===== src/rtl/mod_74x867_if.sv =====
// rtl/mod_74x867_if.sv - control/data bundle of the 74x867-style 8-bit up/down counter
//
// Signals:
//   S      [1:0]  mode select (00 sync clear, 01 down, 10 load, 11 up)
//   D      [7:0]  parallel load data
//   ENP_N         count enable P, active-low
//   ENT_N         count enable T, active-low, also gates RCO_N
//   OE_N          output enable, active-low (only with MOD_74X867_OE_EN)
//   Q      [7:0]  counter value
//   RCO_N         ripple carry out, active-low
// Modports: master drives controls and reads results, slave is the counter.
interface mod_74x867_if;
  logic [1:0] S;
  logic [7:0] D;
  logic       ENP_N;
  logic       ENT_N;
`ifdef MOD_74X867_OE_EN
  logic       OE_N;
`endif
  logic [7:0] Q;
  logic       RCO_N;

`ifdef MOD_74X867_OE_EN
  modport master (output S, output D, output ENP_N, output ENT_N, output OE_N,
                  input Q, input RCO_N);
  modport slave  (input S, input D, input ENP_N, input ENT_N, input OE_N,
                  output Q, output RCO_N);
`else
  modport master (output S, output D, output ENP_N, output ENT_N,
                  input Q, input RCO_N);
  modport slave  (input S, input D, input ENP_N, input ENT_N,
                  output Q, output RCO_N);
`endif
endinterface


===== src/rtl/mod_74x867.sv =====
// rtl/mod_74x867.sv - synchronous 8-bit up/down binary counter modelled on the 74x867
//
// Ports:
//   CLK   counter clock, rising edge
//   CLR   asynchronous clear, active-high, priority over everything
//   bus   mod_74x867_if.slave (S, D, ENP_N, ENT_N, [OE_N], Q, RCO_N)
// Optional feature macro: MOD_74X867_OE_EN adds OE_N; OE_N = 1 floats Q
// while counting, load, clear and RCO_N carry on unaffected.
// Cascade: stage N RCO_N -> stage N+1 ENT_N, S and ENP_N tied in common.
module mod_74x867 (
  input  logic        CLK,
  input  logic        CLR,
  mod_74x867_if.slave bus
);

  logic [7:0] count;
  logic       cnt_en;

  // Both enables must be asserted (low) to step; load and sync clear ignore them.
  assign cnt_en = ~bus.ENP_N & ~bus.ENT_N;

  always_ff @(posedge CLK or posedge CLR) begin
    if (CLR) begin
      count <= 8'h00;
    end else begin
      case (bus.S)
        2'b00: count <= 8'h00;
        2'b01: if (cnt_en) count <= count - 8'd1;
        2'b10: count <= bus.D;
        2'b11: if (cnt_en) count <= count + 8'd1;
        default: count <= count;
      endcase
    end
  end

  // Terminal count depends on direction: FF going up, 00 going down.
  // ENP_N is deliberately absent so a cascade's upper stage sees a clean carry.
  assign bus.RCO_N = ~(~bus.ENT_N &
                       (((bus.S == 2'b11) && (count == 8'hFF)) ||
                        ((bus.S == 2'b01) && (count == 8'h00))));

`ifdef MOD_74X867_OE_EN
  assign bus.Q = bus.OE_N ? 8'hzz : count;
`else
  assign bus.Q = count;
`endif

endmodule


===== src/flat_wrapper.sv =====
// flat-port wrapper written by rule: the top's interface ports become plain ports
module mod_74x867_flat 
  (CLK, CLR, bus_S, bus_D, bus_ENP_N, bus_ENT_N, bus_Q, bus_RCO_N);
  mod_74x867_if bus_i ();
  input  logic CLK;
  input  logic CLR;
  input wire logic [$bits(bus_i.S)-1:0] bus_S;
  input wire logic [$bits(bus_i.D)-1:0] bus_D;
  input wire logic [$bits(bus_i.ENP_N)-1:0] bus_ENP_N;
  input wire logic [$bits(bus_i.ENT_N)-1:0] bus_ENT_N;
  output wire logic [$bits(bus_i.Q)-1:0] bus_Q;
  output wire logic [$bits(bus_i.RCO_N)-1:0] bus_RCO_N;
  assign bus_i.S = bus_S;
  assign bus_i.D = bus_D;
  assign bus_i.ENP_N = bus_ENP_N;
  assign bus_i.ENT_N = bus_ENT_N;
  assign bus_Q = bus_i.Q;
  assign bus_RCO_N = bus_i.RCO_N;
  mod_74x867 u_core (.CLK(CLK), .CLR(CLR), .bus(bus_i));
endmodule

===== config.mk =====
export PLATFORM = sky130hd
export DESIGN_NAME = mod_74x867_flat
export DESIGN_NICKNAME = d
export VERILOG_FILES = /design/src/rtl/mod_74x867_if.sv /design/src/rtl/mod_74x867.sv /design/src/flat_wrapper.sv
export SDC_FILE = /design/constraint.sdc
export NUM_CORES = 1
export LEC_CHECK = 0
export ABC_AREA = 1
export BUFFER_PORTS_ARGS = -buffer_cell sky130_fd_sc_hd__buf_2
export CORE_MARGIN = 2
export CORE_UTILIZATION = 45
export DETAILED_ROUTE_END_ITERATION = 16
export PLACE_DENSITY = 0.86
export SLEW_MARGIN = 10
export SYNTH_ARGS = -nofsm -noshare
export SYNTH_HDL_FRONTEND = slang
export SYNTH_SLANG_ARGS = --single-unit

===== constraint.sdc =====
create_clock -name CLK -period 1.6 [get_ports CLK]
set_clock_uncertainty 0.15 [all_clocks]
set_input_delay 0.32 -clock CLK [delete_from_list [all_inputs] [get_ports CLK]]
set_output_delay 0.32 -clock CLK [all_outputs]
set_load 0.005 [all_outputs]

==> out/results.tsv <==
metric	value	unit
sw frac	42.96	%
total core area	1559	um^2
clock slew at reported path FFs	60	ps
first-pass GRT wire length	4.581	mm
DR vias	1022	
DP HPWL	1.830	mm
clock share of power	12.3	%
HP Class	primary input to flip-flop	
First DRT Iteration DRCs	38	
TritonCTS clock tree	built	
DR WL/cell	16.75	um
met3 GRT Util	4.400	%
type of destination of the critical path	output pin	
Leakage Power	0.6199	nW
worst rel slew slack	75.18	%
Net Count, Synth	135	
placed cell area	1039	um^2
Ys Warns	0	
endpoints failing hold	0	
Post-synth ARST share	100.0	%
largest net degree at the start of global routing	10	
setup violators final	8	
TritonCTS Buffers	3	
M2 GR Usage	52.29	%
Tcrit/Tclk final	122.2	%
synthesized flop and latch total	8	
commonest non-fill, non-tap cells in the layout	22 x buf_2, 19 x nand2_1, 19 x buf_4	
max-cap viol count	0	
Clock Sinks	8	
Internal	790.7	uW
startpoint types	flip-flop	
n_diodes	0	
hold_ws	172.2	ps
DRC viols	0	
I/O pins	23	
sequential share of power	24.1	%
initial antenna violation count	0	
commonest non-fill, non-tap cell in the layout	buf_2	
Worst-Skew Late Latency	270	ps
Routed WL	2.948	mm
Slew Limit Fails	0	
status	complete, but fails checks	
Final WS setup	-355.8	ps
Main synth FF type	dfrtp_1	
Final Util	79.78	%
Worst IR Drop VDD	0.8223	mV
global placement routability congestion	0.8997	
RSZ-0062 raised after global routing	yes	
met1 usage	38.37	%
Peak Freq	511.3	MHz
Die H	45.32	um
Root Buffer	clkbuf_4	
Initial Util	49.28	%
design area	1244	um^2
total track usage	31.27	%
mapped cell area	768.2	um^2
Unique masters post-synth	19	
Vias/cell	5.807	
nets@finish	184	
min Tclk post-route	1956	ps
clk buf depth	2	
register area share after synthesis	26.06	%
CP Data Arrival Time	1490	ps
power density over the cells	1115	nW/um^2
vias in the first global route	1042	
die width	45.32	um
Crit Path Class	flip-flop to output pin	
Synth Instances	113	
Post-synth EDFFs	0	
CP required	1130	ps
DRT antenna net count	0	
P_sw	595.4	uW
failing checks	negative setup slack	
Synth-to-Final Area Change	61.89	%
DR pass1 iterations	4	
share of layout cells above drive strength 1	51.25	%
Syn Area/Cell	6.799	um^2
worst-margin pin slew	372.0	ps
Clock H-tree levels	1	
die footprint	2054	um^2
max reg flops	8	
input/output buffers	22	
GRT busiest layer	met2	
Rows	14	
combinational share of power	63.6	%
grt total ovfl	0	
CP max FO	3	
[power by group through the flow]
stage	Clock [mW]	Sequential, mW	Combinational (mW)
CTS	0.167	0.315	0.752
global placement	0	0.307	0.615
detailed placement	0	0.311	0.645
finish	0.170	0.335	0.881
floorplan	0	0.309	0.371
global route	0.183	0.339	0.970
[final cells by class]
type,count,area (um^2)
multi-input cells,88,638.1
fillers,103,315.3
repair buffers,45,296.5
flip-flops and latches,8,206.4
inverters,16,60.06
clock buffers,3,22.52
well taps,16,20.02
[logic make-up after synthesis]
kind of cell	after synthesis	share of synthesized area, %
adder cells (fa/ha/maj)	8	14.01
AO/OA/AOI/OAI	21	15.15
buffers and inverters	17	9.284
flip-flops	8	26.06
AND/OR/NAND/NOR	59	35.51
[cells in the mapped netlist (2+ instances only)]
cell      count  area, um^2
a21o_1        2       15.01
a21oi_1      15       75.07
dfrtp_1       8       200.2
ha_1          7       87.58
inv_1        16       60.06
nand2_1      24       90.09
nand3_1      13       65.06
nand3b_1      3       22.52
nor2_1       11       41.29
nor4_1        2       12.51
o21ai_0       2       10.01
or2_2         3       18.77
[routing by layer]
| metal | wire length [um] | share of wire [%] |
|---|---|---|
| met1 | 1173 | 40 |
| met3 | 175 | 5.9 |
| met5 | 0 | 0 |
| met2 | 1448 | 49 |
| met4 | 150 | 5.1 |
[through the flow]
stage | worst slack [ps] | TNS, ps | total power, mW | cells
floorplan | -38.60 | -43.23 | 0.6803 | 113
global placement | -182.8 | -938.7 | 0.9219 | 167
detailed placement | -252.1 | -1346 | 0.9551 | 167
CTS | -301.9 | -959.6 | 1.235 | 176
global route | -416.1 | -1758 | 1.492 | 176
finish | -355.8 | -1306 | 1.386 | 176
[worst max-delay path: stages (launching register included)]
cell	delay, ps
dfrtp_1	390
buf_6	110
nand4_1	70
or3_1	340
a21o_1	190
buf_2	120
[path summary, 6_finish.rpt]
path	startpoint	end	slack, ps	depth (start not counted)
min in group asynchronous	CLR	u_core.bus.Q[3]$_DFFE_PP0P_	420	3
setup reg to reg	u_core.bus.Q[1]$_DFFE_PP0P_	u_core.bus.Q[6]$_DFFE_PP0P_	-350	11
hold / removal	bus_D[0]	u_core.bus.Q[0]$_DFFE_PP0P_	170	3
max in group asynchronous	CLR	u_core.bus.Q[2]$_DFFE_PP0P_	590	3
setup / recovery	u_core.bus.Q[0]$_DFFE_PP0P_	bus_RCO_N	-360	5
hold reg to reg	u_core.bus.Q[6]$_DFFE_PP0P_	u_core.bus.Q[6]$_DFFE_PP0P_	510	2
[what timing repair did]
| item | in CTS | in global routing |
|---|---|---|
| pin swaps | 4 | 6 |
| endpoints found under the setup margin | 5 | 8 |
| resized for setup | 16 | 16 |
| endpoints found under the hold margin | 8 | 0 |
| setup buffers | 5 | 0 |
| hold buffers | 1 | 0 |
Power figures use the tool's default switching activity.
